===== src/rtl/mger_product_assembler.sv =====
// -----------------------------------------------------------------------------
// mger_product_assembler
//
// Output stage of the MGER 8x8 approximate multiplier. It combines the
// high-block product, the summed cross-block term and the low-block term into
// the 16-bit result
//     product = {s_high,8'b0} + {s_mid,4'b0} + s_low
// over two registered stages. Both stages use valid/ready backpressure, and the
// block counts every delivered result.
//
// Optional build macro: MGER_COMP_EN
//   When this macro is defined, results flagged as approximate get COMP_VAL
//   added in stage 2, and the sum saturates at 16'hFFFF. When it is undefined,
//   in_approx and COMP_VAL are ignored.
//
// Parameters
//   CNT_W     width of the delivered-result counter
//   COMP_VAL  compensation constant (used only with MGER_COMP_EN)
//
// Ports
//   clk        clock, rising edge
//   rst_n      asynchronous active-low reset; clears all state
//   in_valid   upstream operands present
//   in_ready   block accepts operands this cycle (combinational from out_ready)
//   s_high     A_H*B_H, 0..225
//   s_mid      A_H*B_L + A_L*B_H, 0..450
//   s_low      low-block product, 0..225
//   in_approx  s_low/s_mid came from an approximate path
//   out_valid  product valid
//   out_ready  downstream consumes product
//   product    assembled 16-bit product
//   done_cnt   delivered results, modulo 2^CNT_W
// -----------------------------------------------------------------------------
module mger_product_assembler #(
    parameter int          CNT_W    = 8,
    parameter logic [15:0] COMP_VAL = 16'd8
) (
    input  logic             clk,
    input  logic             rst_n,
    input  logic             in_valid,
    output logic             in_ready,
    input  logic [7:0]       s_high,
    input  logic [8:0]       s_mid,
    input  logic [7:0]       s_low,
    input  logic             in_approx,
    output logic             out_valid,
    input  logic             out_ready,
    output logic [15:0]      product,
    output logic [CNT_W-1:0] done_cnt
);

    // Clamp a 17-bit sum to the 16-bit output range.
    function automatic logic [15:0] sat16(input logic [16:0] v);
        return v[16] ? 16'hFFFF : v[15:0];
    endfunction

    logic        vld_p1;
    logic [15:0] sum_hm_p1;
    logic [7:0]  low_p1;
    logic        s1_load;
    logic        s2_load;
    logic [15:0] product_nxt;

    // Each stage may load when it is empty or when the stage behind it
    // empties in this same cycle. This makes in_ready depend on out_ready
    // combinationally, so a stall release causes no bubble.
    assign s2_load  = !out_valid || out_ready;
    assign s1_load  = !vld_p1 || s2_load;
    assign in_ready = s1_load;

`ifdef MGER_COMP_EN
    logic approx_p1;

    always_comb begin
        product_nxt = sat16({1'b0, sum_hm_p1} + {9'b0, low_p1}
                            + (approx_p1 ? {1'b0, COMP_VAL} : 17'd0));
    end
`else
    // These inputs only matter in the compensated build.
    logic unused_cfg;
    assign unused_cfg = ^{in_approx, COMP_VAL};

    // The maximum is 64800 + 225 = 65025, so the 16-bit sum cannot overflow.
    always_comb begin
        product_nxt = sum_hm_p1 + {8'b0, low_p1};
    end
`endif

    // ---- stage 1: high + shifted cross term ----
    always_ff @(posedge clk or negedge rst_n) begin
        if (!rst_n) begin
            vld_p1    <= 1'b0;
            sum_hm_p1 <= 16'd0;
            low_p1    <= 8'd0;
        end else if (s1_load) begin
            vld_p1 <= in_valid;
            if (in_valid) begin
                sum_hm_p1 <= {s_high, 8'b0} + {3'b0, s_mid, 4'b0};
                low_p1    <= s_low;
            end
        end
    end

`ifdef MGER_COMP_EN
    always_ff @(posedge clk or negedge rst_n) begin
        if (!rst_n) begin
            approx_p1 <= 1'b0;
        end else if (s1_load && in_valid) begin
            approx_p1 <= in_approx;
        end
    end
`endif

    // ---- stage 2: add low term (and compensation), register output ----
    always_ff @(posedge clk or negedge rst_n) begin
        if (!rst_n) begin
            out_valid <= 1'b0;
            product   <= 16'd0;
        end else if (s2_load) begin
            out_valid <= vld_p1;
            if (vld_p1) begin
                product <= product_nxt;
            end
        end
    end

    // ---- delivery counter ----
    always_ff @(posedge clk or negedge rst_n) begin
        if (!rst_n) begin
            done_cnt <= '0;
        end else if (out_valid && out_ready) begin
            done_cnt <= done_cnt + CNT_W'(1);
        end
    end

endmodule


===== config.mk =====
export PLATFORM = sky130hd
export DESIGN_NAME = mger_product_assembler
export DESIGN_NICKNAME = d
export VERILOG_FILES = /design/src/rtl/mger_product_assembler.sv
export SDC_FILE = /design/constraint.sdc
export NUM_CORES = 1
export LEC_CHECK = 0
export CORE_MARGIN = 4
export CORE_UTILIZATION = 31
export CTS_BUF_LIST = sky130_fd_sc_hd__clkbuf_8 sky130_fd_sc_hd__clkbuf_16
export DETAILED_ROUTE_END_ITERATION = 6
export GPL_TIMING_DRIVEN = 0
export PLACE_DENSITY_LB_ADDON = 0.05
export SETUP_SLACK_MARGIN = 0.02
export SLEW_MARGIN = 10
export SYNTH_ARGS = -nofsm -noshare
export SYNTH_HDL_FRONTEND = slang
export SYNTH_SLANG_ARGS = --single-unit

===== constraint.sdc =====
create_clock -name clk -period 2.92 [get_ports clk]
set_input_delay 0.584 -clock clk [delete_from_list [all_inputs] [get_ports clk]]
set_output_delay 0.584 -clock clk [all_outputs]
set_load 0.03 [all_outputs]

Yosys cells after proc, flatten, opt, wreduce, memory -nomap -nowiden

Index checks and enable logic that the tools add are counted.

Register bits after elaboration: 50
Input port bits: 30
Output and inout bits: 26
Logic and storage cells: 16

Add/sub/neg operators: 3
Reduce and logical (&&, ||, !) cells: 7

Operators by type and width:

| operator                                    | number |
|---|---|
| adder 16 x 13 -> 16 bit                     | 1 |
| adder 16 x 8 -> 16 bit                      | 1 |
| adder 8 x 1 -> 8 bit, second input constant | 1 |
| AND reduction 2 bit                         | 2 |
| logical NOT 1 bit                           | 2 |
| logical OR 1 bit                            | 2 |
| logical AND 1 bit                           | 1 |

Logic depth before layout (Yosys ltp)

Gate-level depths: netlist of run 1.

Word-level depth: 4
Mapped depth: 7

Least setup slack after synthesis of run 1

OpenSTA, ideal clock, no wires.

Kind: input to register
Start point: input s_high[4]
End point: register sum_hm_p1[13]
Setup time: 0.125 ns
Arrival: 1.834 ns
Path slack: 0.961 ns
Stages: 5
Cell sequence: ha_1 -> and3_1 -> a2111oi_4 -> xnor2_1 -> mux2_2

Cells in the longest elaborated chain, start to end: 1

RTL lines:

| element                 | RTL line | source |
|---|---|---|
| from (decl)             | 42       | `input logic [7:0] s_high,` |
| adder 16 x 13 -> 16 bit | 98       | `sum_hm_p1 <= {s_high, 8'b0} + {3'b0, s_mid, 4'b0};` |
| to (signal assigned)    | 98       |  |
| to (decl)               | 58       | `logic [15:0] sum_hm_p1;` |

No other way between the ends.
A chain may end at the register's enable or synchronous reset.

Worst setup path after layout of run 1

Start point: input out_ready
End point: output in_ready

Cells in the longest elaborated chain, start to end: 2

RTL lines:

| element          | RTL line | source |
|---|---|---|
| from (decl)      | 47       | `input logic out_ready,` |
| logical OR 1 bit | 67       | `assign s2_load = !out_valid \|\| out_ready;` |
| logical OR 1 bit | 68       | `assign s1_load = !vld_p1 \|\| s2_load;` |
| to (decl)        | 41       | `output logic in_ready,` |

No other way between the ends.

==> flow_summary.yaml, run 1 <==
run:
  cap_violations: 0
yosys:
  synth-edff-count: 0
  synth.net_count: 250
  synth_common_cells: "dfrtp_1 (46), nand2_1 (35), mux2_2 (16), o21ai_0 (15), xnor2_1 (11)"
  synth-seq-cells: 46
  synth.avg_cell_area_um2: 10.9
  synth_most_common_cell: "dfrtp_1"
  yosysTopAreaCell: "dfrtp_1"
  yosysWarnings: 0
  synth_seq_area_share: 0.509
  ys.flop_type: "dfrtp_1"
  synth_area_leaders: "dfrtp_1 (51%), mux2_2 (8.0%), nand2_1 (5.8%)"
  synth_top_area_frac: 0.509
  synth_cells: 208
  synth_cell_types: 33
  async_flop_share: 1.00
  netlist_area_um2: 2260
cts:
  postCtsSetupBuffers: 0
  cts_tree: "yes"
  cts_resized: 0
  cts.sinks: 46
  clock_path_buffers: 2
  cts-buffers-inserted: 5
  ctsHoldBuffers: 0
  cts_htree_levels: 2
  clkLatencyLatePin_ns: 0.29
  path_clk_slew_ns: 0.08
  root_buffer: "clkbuf_8"
setup_path:
  path_max_fanout: 5
  critical_path.max_stage_delay_ns: 0.71
  cpMostUsedCell: "clkdlybuf4s50_1"
  cp.required_ns: 2.34
  start_kind: "primary input"
  path_cells: "clkdlybuf4s50_1 -> nand3b_1 -> clkdlybuf4s50_1"
  slowest_stage: "clkdlybuf4s50_1"
  cp_data_arrival_time_ns: 1.99
  end_kind: "output pin"
  critical_path_class: "primary input to output pin"
  r2r_setup_slack_ns: 0.86
routing:
  via_count: 1670
  wire_per_inst_um: 12.9
  drc: 0
  drt_first_pass_iters: 4
  ant_nets: 0
  drt_iter0_markers: 22
  viasPerCell: 4.56
  wirelength_um: 4710
placed_design:
  io_buffers: 54
  routabilityCongestion: 0.718
  dp_hpwl_um: 3720
final_layout:
  post-route-util: 0.435
  num_antenna_cells: 0
  syn_to_final_growth_pct: 33.6
  drive_above_1_share: 0.100
  fin_nets: 312
power:
  ir_worst_vdd_v: 0.000204
  design_power_total_uw: 2170
  total_leakage_power_uw: 0.00129
  p_per_area_nw_per_um2: 718
sta:
  tightest_slew_ns: 0.685
  post-route-period-util: 0.880
  skew_ns: 0.00537
  fmax_ghz: 0.389
  hold_violations: 0
  slew_headroom: 0.543
  finalSetupViolCount: 0
  maxSlewViolCount: 0
  fin_crit_ns: 2.57
  rsz0062_at_grt: "false"
  hold_ws_ns: 0.324
floorplan:
  initial_utilization: 0.325
  ioPinCount: 56
  core_area_um2: 6940
  die_x_um: 93.4
  dieArea_um2: 8720
  fp.dieH_um: 93.4
  rows: 30
global_routing:
  grt_util_all_layers: 0.119
  antenna_found_initial: 0
  grt_pass1_vias: 1739
  grt.overflow.total: 0
  grt_max_degree: 30
  grt_pass1_wl_um: 8160
min_path:
  min_path_type: "primary input to asynchronous set/reset pin"
status:
  status: "complete, no violations"
## kinds of logic after synthesis
kind of cell | share of synthesized area
compound gates | 0.105
mux | 0.0797
buf+inv | 0.0194
xor+xnor | 0.0620
fa+ha+maj | 0.0731
simple gates | 0.152
flops | 0.509
## registers in the layout, indices dropped and copies added, names as in the netlist
signal,count
product,16
out_valid,1
low_p1,8
done_cnt,8
vld_p1,1
sum_hm_p1,12
## stage by stage
| step | cell area [um^2] | TNS (ns) | setup slack (ns) | std cells |
|---|---|---|---|---|
| after floorplan | 2260 | 0 | 0.961 | 208 |
| final | 3020 | 0 | 0.349 | 366 |
| after CTS | 3020 | 0 | 0.329 | 366 |
| after global routing | 3020 | 0 | 0.280 | 366 |
| after global placement | 2920 | -6.57 | -0.145 | 358 |
| after detailed placement | 2940 | 0 | 0.337 | 359 |
## where the power goes
group          total (uW)  leakage, uW  internal (uW)  switching [uW]
sequential            932     0.000549            799             133
clock                 358    0.0000466            158             200
combinational         879     0.000692            406             473
total                2170      0.00129           1360             806
## per-layer routing
layer,wire [um],global-route usage,part of all wire
met1,2210,0.149,0.47
met2,2210,0.201,0.47
met3,197,0.0193,0.042
met4,97,0.0513,0.021
met5,0,0,0
## path summary, 6_finish.rpt
path / startpoint / endpoint / depth (start not counted)
max: out_ready / in_ready / 3
min: rst_n / sum_hm_p1[4] / 1
max reg2reg: sum_hm_p1[4] / product[10] / 7
min reg2reg: low_p1[3] / product[3] / 2
max in group asynchronous: rst_n / product[8] / 2
min in group clk: low_p1[3] / product[3] / 2
## final cells by class
type	instances	area, um^2
sequential	46	1150
clock buffer	5	68.8
fill	708	3930
multi-input combinational	151	1060
timing repair buffer	55	563
buffer	5	21.3
clock inverter	2	7.51
inverter	6	22.5
tap	96	120
## cell usage in the layout, fill, tap and decap left out, drive strengths merged
cell	Yosys	layout
a41oi	1	1
a31oi	5	5
inv	6	8
clkdlybuf4s50	0	53
a21oi	5	5
and2	3	3
nand2	35	35
ha	10	10
nand4	2	2
nand3b	1	1
or3	6	6
a211oi	1	1
fa	2	2
nor2	7	7
a21o	3	3
or4	1	1
xor2	5	5
buf	2	4
a2111oi	1	1
dfrtp	46	46
o211ai	2	2
nand2b	3	3
clkbuf	3	8
nand3	7	7
and3	4	4
o21ai	15	15
mux2	16	16
o21a	1	1
a211o	1	1
o21bai	1	1
xnor2	11	11
and4	2	2
## worst max-delay path: cells and delay by family
| kind | cells | cell delay [ns] |
|---|---|---|
| buffers and inverters | 2 | 1.20 |
| and+or+nand+nor | 1 | 0.20 |
(Power assumes the default switching activity.)
==> run 2, diff against run 1 <==
--- a/config.mk
+++ b/config.mk
@@ -8,6 +8,7 @@
 export CORE_MARGIN = 4
 export CORE_UTILIZATION = 31
 export CTS_BUF_LIST = sky130_fd_sc_hd__clkbuf_8 sky130_fd_sc_hd__clkbuf_16
+export CTS_CLUSTER_DIAMETER = 80
 export DETAILED_ROUTE_END_ITERATION = 6
 export GPL_TIMING_DRIVEN = 0
 export PLACE_DENSITY_LB_ADDON = 0.05
==> results of run 2 <==
Same layout as run 1: the final DEF is identical, and so are final timing and power.
==> run 3, diff against run 2 <==
--- a/config.mk
+++ b/config.mk
@@ -17,3 +17,4 @@
 export SYNTH_ARGS = -nofsm -noshare
 export SYNTH_HDL_FRONTEND = slang
 export SYNTH_SLANG_ARGS = --single-unit
+export TNS_END_PERCENT = 100
==> results of run 3 <==
Same layout as run 1: the final DEF is identical, and so are final timing and power.
==> edit, RTL diff (settings of run 2) <==
The option `MGER_COMP_EN` is turned on by a define.
--- a/src/rtl/mger_product_assembler.sv
+++ b/src/rtl/mger_product_assembler.sv
@@ -32,4 +32,6 @@
 //   done_cnt   delivered results, modulo 2^CNT_W
 // -----------------------------------------------------------------------------
+`define MGER_COMP_EN
+
 module mger_product_assembler #(
     parameter int          CNT_W    = 8,
Check against the original RTL: not equivalent (Yosys sat finds a counterexample within 4 cycles, from zero or initial values and one cycle with rst_n low).
==> edit against run 2 <==
  * Power up 11%
  * Final area up 5.8%
  * Combinational power up 9.1%
  * Wire length up 3.6%
  * Count of clock-buffer cells in the layout up 1
  * Worst setup slack worse by 77 ps
  * First-iteration DRC count up 14%
  * Synthesized area up 5.5%
  * Sequential cell count up 1
  * Critical endpoint unchanged
  * Largest cell class unchanged
==> edit: results (changes against run 2) <==
Run status
  • Outcome: completed

Place
  • Pre-CTS setup slack: 266 ps (-70.7 ps)
  • Dpl cells: 365 (+1.7%)
  • GP Congestion: 0.793 (+10%)
  • # port buffers: 55 (+1.9%)

STA
  • Final min period: 2650 ps (+76.6 ps)
  • Worst slew pin tran: 723 ps (+37.6 ps)
  • Hold slack: 198 ps (-127 ps)

Logic synthesis
  • Sequential area share after synthesis: 49.3% (-1.6 points)
  • Synth Area in Compound Gates: 16.6% (+6.2 points)
  • Post-Synth XOR/XNOR Area: 6.24% (+0.042 points)
  • Cell variety after synth: 44 (+33%)
  • Multiplexer share of the synthesized area: 7.56% (-0.42 points)
  • Syn Area/Cell: 11.4 sq um (+4.5%)
  • Top post-synthesis cells by area: dfrtp_1 49%, mux2_2 7.6%, ha_1 5.8%

Finish
  • # fillers: 742 (+4.8%)
  • Layout cells sized above 1: 13.5% (+3.5 points)
  • Layout net count: 316 (+1.3%)

Global routing
  • Met2 Use GR: 18.7% (-1.4 points)
  • Grt met3 use: 2.50% (+0.57 points)
  • All-Layer GR Usage: 11.2% (-0.65 points)
  • Pin count of the biggest net entering global routing: 32 (+6.7%)

Detailed routing
  • Initial DRC Count: 25 (+14%)
  • Met3 wire len: 236 um (+20%)
  • Total number of vias: 1743 (+4.4%)
  • Met2 wire len: 2190 um (-1.1%)
  • Vias per cell: 4.67 (+2.4%)
  • Metal-1 WL: 2410 um (+9.5%)

Power
  • VDD IR max: 0.232 mV (+14%)
  • Leakage: 1.34 nW (+4.4%)
  • PD cells: 754 nW/um^2 (+4.9%)

Worst setup path
  • FF-to-FF Start: low_p1[3]
  • Reg2reg end: product[15]
  • Critical path data arrival time: 2060 ps (+70 ps)
==> edit: worst max path at each step <==
stage / startpoint / to / depth (start not counted)
after global routing: out_ready / in_ready / 3
after detailed placement: out_ready / in_ready / 3
final: out_ready / in_ready / 3
after floorplan: s_high[0] / sum_hm_p1[14] / 7
after global placement: rst_n / sum_hm_p1[14] / 1
after CTS: out_ready / in_ready / 3
==> edit: power by group <==
part | total, mW | switching (mW) | internal [mW]
clock network | 0.511 | 0.229 | 0.282
logic | 0.959 | 0.511 | 0.448
registers | 0.939 | 0.127 | 0.811
total | 2.41 | 0.867 | 1.54
==> edit: final cells by class <==
class                           instances  share of cell area (%)
Buffer                                  7                    1.53
Inverter                                5                   0.587
Clock inverter                          2                    1.21
Clock buffer                            6                    2.58
Timing Repair Buffer                   56                    17.7
Sequential cell                        47                    36.8
Multi-Input combinational cell        151                    35.7
Tap cell                               99                    3.88
